File: src/rtl/spi_accel_responder_pkg.sv
// Shared definitions for the accelerometer SPI responder: register map,
// command-byte layout and FSM encoding.
package spi_accel_responder_pkg;

  localparam logic [5:0] ADDR_WHO_AM_I = 6'h0F;
  localparam logic [5:0] ADDR_TEMP_CFG = 6'h1F;
  localparam logic [5:0] ADDR_CTRL1    = 6'h20;
  localparam logic [5:0] ADDR_CTRL4    = 6'h23;
  localparam logic [5:0] ADDR_OUT_X_L  = 6'h28;

  localparam int CMD_RW_BIT = 7;
  localparam int CMD_MS_BIT = 6;
  localparam int CTRL4_BDU_BIT = 7;

  typedef enum logic [1:0] {
    ST_IDLE = 2'd0,
    ST_CMD  = 2'd1,
    ST_DATA = 2'd2
  } state_e;

endpackage

File: src/rtl/spi_accel_responder_pin_sync.sv
// Oversamples the SPI pins into clk_in and derives single-cycle edge events.
// SCK edges are suppressed while the synchronised chip select is high.
module spi_pin_sync #(
  parameter int SYNC_STAGES = 2
) (
  input  logic clk_in,
  input  logic nrst,
  input  logic spi_sck,
  input  logic spi_cs_n,
  input  logic spi_mosi,
  output logic cs_n_s,
  output logic mosi_s,
  output logic sck_rise,
  output logic sck_fall,
  output logic cs_rise,
  output logic cs_fall
);

  logic [SYNC_STAGES-1:0] sck_q, cs_q, mosi_q;
  logic sck_s, sck_d, cs_d;

  // Reset to bus-idle levels so no spurious edge appears on release.
  always_ff @(posedge clk_in or negedge nrst) begin
    if (!nrst) begin
      sck_q  <= '1;
      cs_q   <= '1;
      mosi_q <= '0;
      sck_d  <= 1'b1;
      cs_d   <= 1'b1;
    end else begin
      sck_q  <= {sck_q[SYNC_STAGES-2:0], spi_sck};
      cs_q   <= {cs_q[SYNC_STAGES-2:0], spi_cs_n};
      mosi_q <= {mosi_q[SYNC_STAGES-2:0], spi_mosi};
      sck_d  <= sck_s;
      cs_d   <= cs_n_s;
    end
  end

  assign sck_s    = sck_q[SYNC_STAGES-1];
  assign cs_n_s   = cs_q[SYNC_STAGES-1];
  assign mosi_s   = mosi_q[SYNC_STAGES-1];
  assign sck_rise = ~cs_n_s & sck_s & ~sck_d;
  assign sck_fall = ~cs_n_s & ~sck_s & sck_d;
  assign cs_rise  = cs_n_s & ~cs_d;
  assign cs_fall  = ~cs_n_s & cs_d;

endmodule

File: src/rtl/spi_accel_responder.sv
// SPI mode-3 responder modelling a 3-axis accelerometer: command decode,
// control register file, WHO_AM_I and axis output shadow with BDU support.
module spi_accel_responder
  import spi_accel_responder_pkg::*;
#(
  parameter logic [7:0] WHO_AM_I_VAL = 8'h33,
  parameter int         SYNC_STAGES  = 2
) (
  input  logic        clk_in,
  input  logic        nrst,
  input  logic        spi_sck,
  input  logic        spi_cs_n,
  input  logic        spi_mosi,
  output logic        spi_miso,
  output logic        spi_miso_oe,
  input  logic [15:0] sample_x,
  input  logic [15:0] sample_y,
  input  logic [15:0] sample_z,
  input  logic        sample_valid,
  output logic [7:0]  ctrl_reg1,
  output logic [7:0]  temp_cfg,
  output logic [7:0]  ctrl_reg4,
  output logic        frame_done
);

  logic cs_n_s, mosi_s, sck_rise, sck_fall, cs_rise, cs_fall;
  state_e state, state_nxt;
  logic [2:0]  bit_cnt;
  logic [6:0]  shift_in;
  logic [7:0]  byte_in;
  logic [6:0]  shift_out;
  logic [5:0]  addr;
  logic        rd_frame, inc_mode, byte_done;
  logic [7:0]  rd_data;
  logic [15:0] out_x, out_y, out_z, pend_x, pend_y, pend_z;
  logic        pend;

  spi_pin_sync #(.SYNC_STAGES(SYNC_STAGES)) u_sync (
    .clk_in  (clk_in),
    .nrst    (nrst),
    .spi_sck (spi_sck),
    .spi_cs_n(spi_cs_n),
    .spi_mosi(spi_mosi),
    .cs_n_s  (cs_n_s),
    .mosi_s  (mosi_s),
    .sck_rise(sck_rise),
    .sck_fall(sck_fall),
    .cs_rise (cs_rise),
    .cs_fall (cs_fall)
  );

  assign byte_in     = {shift_in, mosi_s};
  assign byte_done   = sck_rise && (bit_cnt == 3'd7);
  assign spi_miso_oe = (state == ST_DATA) && rd_frame;

  always_ff @(posedge clk_in or negedge nrst) begin
    if (!nrst) state <= ST_IDLE;
    else       state <= state_nxt;
  end

  always_comb begin
    state_nxt = state;
    case (state)
      ST_IDLE: if (cs_fall) state_nxt = ST_CMD;
      ST_CMD:  if (byte_done) state_nxt = ST_DATA;
      ST_DATA: state_nxt = ST_DATA;
      default: state_nxt = ST_IDLE;
    endcase
    if (cs_rise) state_nxt = ST_IDLE;
  end

  always_comb begin
    rd_data = 8'h00;
    case (addr)
      ADDR_WHO_AM_I:        rd_data = WHO_AM_I_VAL;
      ADDR_TEMP_CFG:        rd_data = temp_cfg;
      ADDR_CTRL1:           rd_data = ctrl_reg1;
      ADDR_CTRL4:           rd_data = ctrl_reg4;
      ADDR_OUT_X_L:         rd_data = out_x[7:0];
      ADDR_OUT_X_L + 6'd1:  rd_data = out_x[15:8];
      ADDR_OUT_X_L + 6'd2:  rd_data = out_y[7:0];
      ADDR_OUT_X_L + 6'd3:  rd_data = out_y[15:8];
      ADDR_OUT_X_L + 6'd4:  rd_data = out_z[7:0];
      ADDR_OUT_X_L + 6'd5:  rd_data = out_z[15:8];
      default:              rd_data = 8'h00;
    endcase
  end

  // Shift, command latch, register commit and MISO shifter.
  always_ff @(posedge clk_in or negedge nrst) begin
    if (!nrst) begin
      bit_cnt    <= '0;
      shift_in   <= '0;
      shift_out  <= '0;
      addr       <= '0;
      rd_frame   <= 1'b0;
      inc_mode   <= 1'b0;
      spi_miso   <= 1'b0;
      ctrl_reg1  <= 8'h07;
      temp_cfg   <= 8'h00;
      ctrl_reg4  <= 8'h00;
      frame_done <= 1'b0;
    end else begin
      frame_done <= cs_rise;
      if (cs_rise || cs_fall) begin
        bit_cnt <= '0;
      end else if (sck_rise && state != ST_IDLE) begin
        shift_in <= byte_in[6:0];
        bit_cnt  <= bit_cnt + 3'd1;
        if (byte_done && state == ST_CMD) begin
          rd_frame <= byte_in[CMD_RW_BIT];
          inc_mode <= byte_in[CMD_MS_BIT];
          addr     <= byte_in[5:0];
        end else if (byte_done && state == ST_DATA) begin
          if (!rd_frame) begin
            case (addr)
              ADDR_TEMP_CFG: temp_cfg  <= byte_in;
              ADDR_CTRL1:    ctrl_reg1 <= byte_in;
              ADDR_CTRL4:    ctrl_reg4 <= byte_in;
              default:       ;
            endcase
          end
          if (inc_mode) addr <= addr + 6'd1;
        end
      end
      // bit_cnt is 0 on the first falling edge of each data byte: reload.
      if (sck_fall && state == ST_DATA && rd_frame) begin
        if (bit_cnt == 3'd0) begin
          spi_miso  <= rd_data[7];
          shift_out <= rd_data[6:0];
        end else begin
          spi_miso  <= shift_out[6];
          shift_out <= {shift_out[5:0], 1'b0};
        end
      end
    end
  end

  // With BDU set, samples arriving inside a frame wait for cs_n to rise.
  always_ff @(posedge clk_in or negedge nrst) begin
    if (!nrst) begin
      out_x  <= '0;
      out_y  <= '0;
      out_z  <= '0;
      pend_x <= '0;
      pend_y <= '0;
      pend_z <= '0;
      pend   <= 1'b0;
    end else if (sample_valid && (!ctrl_reg4[CTRL4_BDU_BIT] || cs_n_s)) begin
      out_x <= sample_x;
      out_y <= sample_y;
      out_z <= sample_z;
      pend  <= 1'b0;
    end else if (sample_valid) begin
      pend_x <= sample_x;
      pend_y <= sample_y;
      pend_z <= sample_z;
      pend   <= 1'b1;
    end else if (pend && cs_rise) begin
      out_x <= pend_x;
      out_y <= pend_y;
      out_z <= pend_z;
      pend  <= 1'b0;
    end
  end

endmodule

File: config.mk
export PLATFORM = sky130hd
export DESIGN_NAME = spi_accel_responder
export DESIGN_NICKNAME = d
export VERILOG_FILES = /design/src/rtl/spi_accel_responder_pkg.sv /design/src/rtl/spi_accel_responder_pin_sync.sv /design/src/rtl/spi_accel_responder.sv
export SDC_FILE = /design/constraint.sdc
export NUM_CORES = 1
export LEC_CHECK = 0
export CAP_MARGIN = 20
export CORE_MARGIN = 3
export CORE_UTILIZATION = 40
export CTS_BUF_LIST = sky130_fd_sc_hd__clkbuf_8
export DETAILED_ROUTE_END_ITERATION = 8
export SLEW_MARGIN = 20
export SYNTH_ARGS = -nofsm -noshare
export SYNTH_HDL_FRONTEND = slang
export SYNTH_SLANG_ARGS = --single-unit
File: constraint.sdc
create_clock -name clk_in -period 3.1 [get_ports clk_in]
set_input_delay 0.62 -clock clk_in [delete_from_list [all_inputs] [get_ports clk_in]]
set_output_delay 0.62 -clock clk_in [all_outputs]
set_load 0.03 [all_outputs]
# Word level (Yosys, flattened, before mapping)
# Index checks and enable logic that the tools add are counted.
# totals
reg_bits	158
input_bits	54
out_inout_bits	27
elab_cells	109
# op_classes
n_addsub	2
n_eq_ne	16
muxes	24
n_bitwise	14
reduce_logical	29
# op_table
cell	count
16-bit 2-to-1 mux	9
8-bit case mux with 10 select lines	1
6-bit equality test, second input constant	8
6-bit 2-to-1 mux	3
6-bit AND reduction	3
2-bit nonzero test	5
1-bit logical AND	9
1-bit NOT	8
2-bit AND reduction	4
7-bit 2-to-1 mux	1
6-bit by 1-bit adder with 6-bit output, second input constant	1
1-bit AND	6
6-bit by 4-bit equality test with 1-bit output, second input constant	1
6-bit by 5-bit equality test with 1-bit output, second input constant	1
2-bit 2-to-1 mux	3
3-bit 2-to-1 mux	2
3-bit != test, second input constant	2
2-bit case mux with 3 select lines	1
1-bit 2-to-1 mux	4
4-bit AND reduction	1
3-bit by 1-bit adder with 3-bit output, second input constant	1
3-bit equality test, second input constant	1
3-bit logical NOT	1
3-bit AND reduction	1
other kinds (7)	8

# Depth between registers and ports, before layout
# logic_depth
depth_word	7
depth_mapped	9
ltp_nobuf	7

# Cells and area by module
# Synthesis repeated with hierarchy kept, for this count alone.
# hier_totals
hier_cells	620
area_unflattened_um2	7253.2
# by_module_without_submodules
mod	instances	cells_each	area_per_inst_um2	seq_area_each_um2
spi_accel_responder	1	608	7018.0	3757.4
spi_pin_sync	1	12	235.2	207.7

# Worst setup path before layout
# OpenSTA, ideal clock, no wires.
# synth_path
path_type	register to register
from	register u_sync.cs_d
to	register ctrl_reg1[3]
setup_ns	0.125
arrival_time_ns	2.639
required_time_ns	2.975
setup_slack_ns	0.337
stages_incl_launch_ff	8
n_path_buf	0
synth_period_minus_slack_ns	2.763
path_cell_list	dfstp_2 -> inv_1 -> ha_1 -> inv_1 -> or3_1 -> or4b_4 -> nor4_4 -> mux2_2
# synth_via
elab_chain_cells	5
word_cells_on_any_way	6
cone_classes	bitwise: 4; reduce/logical: 2
# synth_rtl
item	line_no	text
start, declared	spi_accel_responder_pin_sync.sv:20	logic sck_s, sck_d, cs_d;
start signal, assigned	spi_accel_responder_pin_sync.sv:35	cs_d <= cs_n_s;
1-bit NOT	spi_accel_responder_pin_sync.sv:44	assign cs_rise = cs_n_s & ~cs_d;
1-bit AND	spi_accel_responder_pin_sync.sv:44	
1-bit logical OR (*)	spi_accel_responder.sv:105	if (cs_rise || cs_fall) begin
1-bit NOT (no source line) (*)	--	
6-bit AND reduction (no source line) (*)	--	
end signal, assigned	spi_accel_responder.sv:118	ADDR_CTRL1: ctrl_reg1 <= byte_in;
end, declared	spi_accel_responder.sv:20	output logic [7:0] ctrl_reg1,
# Mark *: on every way between the ends. The rest lies on a longest branch, timed or not.
# A chain may end at the register's enable or synchronous reset.

# Worst setup path in the final report
# layout_path
from	register u_sync.cs_d
to	register ctrl_reg1[7]
# The elaborated chain is that of the path after synthesis.

==> summary.md <==
| Metric | Value |
|---|---|
| Initial Util | `0.415` |
| RSZ-0062 raised after global routing | `false` |
| Mapped Cells | `618` |
| Area of the die | `19,900 µm²` |
| Routed WL | `18.3 mm` |
| Die height | `141 µm` |
| GR met3 Demand/Resource | `0.0485` |
| CTS clk-pin slew, worst paths | `80 ps` |
| Area taken by multi-input logic gates | `3140 µm²` |
| Routed Antenna Nets | `0` |
| Critical Path End | `ctrl_reg1[7]` |
| Worst rel slew slack | `0.471` |
| Register area | `3970 µm²` |
| Minimum clock period after layout | `2940 ps` |
| Final #Nets | `757` |
| Placed insts | `898` |
| Drt pass-1 iters | `5` |
| Sequential power share | `0.524` |
| Root buffer cell | `clkbuf_8` |
| Largest net degree at the start of global routing | `97` |
| Worst path slowest cell | `or4b_4` |
| IO Pins | `81` |
| Port Buffers | `80` |
| Total gr overflow | `0` |
| Synth area leader | `dfrtp_1` |
| GR Util met2 | `0.287` |
| CTS tree | `built` |
| Pwr Density | `489 nW/µm²` |
| Outcome | `completed` |
| Die W | `141 µm` |
| GR Layer Usage met1 | `0.274` |
| Wire length per cell | `19.6 µm` |
| Number of global-route vias before repair | `5,249` |
| GRT Max-Usage Layer | `met2` |
| Most frequent cell after synthesis | `dfrtp_1` |
| Cell-internal power | `3.25 mW` |
| Clock share of power | `0.395` |
| Share of async-settable or async-resettable flops after synthesis | `1.00` |
| FP Rows | `48` |
| DR iter-0 viols | `422` |
| Hold crit path type | `primary input to async pin` |
| Worst vdd rail ir drop | `232 µV` |
| Worst-path fanout max | `6` |
| Ant. Diodes | `0` |
| Data required, critical path | `3450 ps` |
| Core area | `17,500 µm²` |
| Fill cells | `1,552` |
| Initial antenna violation count | `0` |
| First-pass GRT wire length | `29.3 mm` |
| CP Cell Sequence | `inv_1, ha_1, inv_1, or3_1, or4b_4, nor4_4, buf_4, mux2_2` |
| FF-to-FF path depth | `8` |
| Top cells by count, synth | `dfrtp_1 (149), mux2_2 (75), nand2_1 (60), o21ai_0 (60), mux2i_1 (56)` |
| Most frequent CP cell | `inv_1` |
| Tcrit/Tclk final | `0.949` |
| Synth unique cells | `52` |
| F_max | `340 MHz` |
| Worst Setup SP | `u_sync.cs_d` |
| CTS max path bufs | `2` |
| Reg2Reg Setup Slack | `160 ps` |
| Post-DP HPWL | `13.2 mm` |
| Synthesis-to-layout area growth | `21.1%` |
| Launch point of the worst reg-to-reg path | `u_sync.cs_d` |
| GPL Wtd Cong | `0.893` |
| Via count | `5,080` |
| Actual slew at the worst max-slew pin | `793 ps` |
| CP Capture Type | `flip-flop` |
| Mapped Area | `7280 µm²` |
| Setup Viol. Count Final | `0` |
| Critical setup path kind | `flip-flop to flip-flop` |
| Worst-Skew Late Latency | `460 ps` |
| Yosys reg bits | `158` |
| R2R Path End | `ctrl_reg1[7]` |
| Ranking of synthesized cells by area | `dfrtp_1 (51%), mux2_2 (12%), mux2i_1 (7.7%)` |
| Part of the power in combinational logic | `0.082` |
| GRT Util Overall | `0.190` |
| Worst setup SP type | `flip-flop` |
| YS warnings | `0` |
| Avg Inst Size Synth | `11.8 µm²` |
| CTS buffer count | `17` |
| Post-CTS Setup Repair Bufs | `0` |
| Post-synth top flop | `dfrtp_1` |
| Routed vias/inst | `5.46` |
| Setup TNS | `0 ps` |
| Fin. max-slew vios | `0` |
| Sequential area share after synthesis | `0.545` |
| H-tree depth | `4` |
| Sw frac | `0.247` |
| Clk sink count | `158` |
| Final Hold Fails | `0` |
| CP max stage delay | `580 ps` |
| Max Cap Violations | `0` |
| Yosys top cell area share | `0.512` |
| Clock skew | `10.6 ps` |
| Detailed-route DRC error count | `0` |
| Switch Pwr | `1.07 mW` |
| CP arrival | `3290 ps` |
| EDFF count, synth | `0` |
| Share of layout cells above drive strength 1 | `0.201` |
| Fin cells | `930` |
| Syn_nets | `683` |
| Leakage | `4.26 nW` |
## layer usage
layer  routed length, µm  share of wire
met1                8590           0.47
met2                8390           0.46
met3                 997          0.055
met4                 272          0.015
met5                   0              0
## what timing repair did
action                                  in CTS  in global routing
hold buffers                                 0                  0
endpoints found under the setup margin       0                  8
resized for setup                            0                  1
## state kept, by name, indices dropped and copies added (netlist names), 2 cells and up
name and count:
pend_z 16, addr 6, u_sync.cs_q 2, ctrl_reg4 8, u_sync.sck_q 2, shift_out 7, out_y 16, pend_y 16
out_z 16, u_sync.mosi_q 2, bit_cnt 3, temp_cfg 8, state 2, shift_in 7, ctrl_reg1 8, out_x 16
pend_x 16
## power by group through the flow
stage          registers (mW)  logic [mW]  clock network [mW]
5_1_grt                  2.27       0.396                1.83
4_1_cts                  2.26       0.358                1.74
3_5_place_dp             2.30       0.356                   0
2_1_floorplan            2.25       0.182                   0
6_report                 2.26       0.352                1.70
3_3_place_gp             2.30       0.343                   0
## per-stage QoR
| stage | area [µm²] | total power, mW | setup slack [ps] | utilization | hold WS [ps] |
|---|---|---|---|---|---|
| after global placement | 8360 | 2.64 | 182 | 0.477 | 345 |
| final | 8810 | 4.31 | 158 | 0.503 | 109 |
| after detailed placement | 8360 | 2.66 | 99.6 | 0.477 | 347 |
| after global routing | 8810 | 4.50 | 51.4 | 0.503 | 114 |
| after floorplan | 7280 | 2.43 | 337 | - | 324 |
| after CTS | 8810 | 4.36 | 80.3 | 0.502 | 103 |
## worst min-delay path by stage
stage                           startpoint               end  cells after the start
after global placement    u_sync.mosi_q[0]  u_sync.mosi_q[1]                      0
after floorplan                       nrst           addr[0]                      0
after detailed placement   u_sync.sck_q[0]   u_sync.sck_q[1]                      0
final                                 nrst        bit_cnt[2]                      1
after global routing                  nrst  u_sync.mosi_q[0]                      1
after CTS                             nrst         out_y[14]                      1
## layout by cell type, fill, tap and decap left out, drive strengths merged, types with 6 or more instances in the layout
master and instances:
inv 17, nor2 25, a21oi 24, nand2 60, mux2 83, clkdlybuf4s50 79, buf 12, mux2i 56
a22oi 10, dfstp 9, ha 11, dfrtp 149, clkbuf 19, and3 6, o22ai 10, nand3 7
o21ai 60
## critical path, delay by kind of cell (launching register included)
kind,cells,cell delay (ps)
and+or+nand+nor,3,1260
DFF,1,520
buffers and inverters,3,380
muxes,1,340
adders and majority gates,1,330
## cell families (layout without fill, tap and decap cells)
kind of cell | Yosys count | in the layout | synth area share
muxes | 139 | 139 | 0.210
DFF | 158 | 158 | 0.545
adders and majority gates | 11 | 11 | 0.0189
xor gates and xnor gates | 1 | 1 | 0.00120
and+or+nand+nor | 128 | 128 | 0.0897
AOI/OAI and AO/OA | 131 | 131 | 0.110
buffers and inverters | 50 | 137 | 0.0263
## area by class of cell
class / instances / area share
repair buffers: 91 / 0.105
flip-flops and latches: 158 / 0.450
clock inverters: 13 / 0.0213
clock buffers: 19 / 0.0297
inverters: 14 / 0.00596
multi-input cells: 410 / 0.357
well taps: 225 / 0.0319
Note: power is estimated with default switching activity, not from simulation.
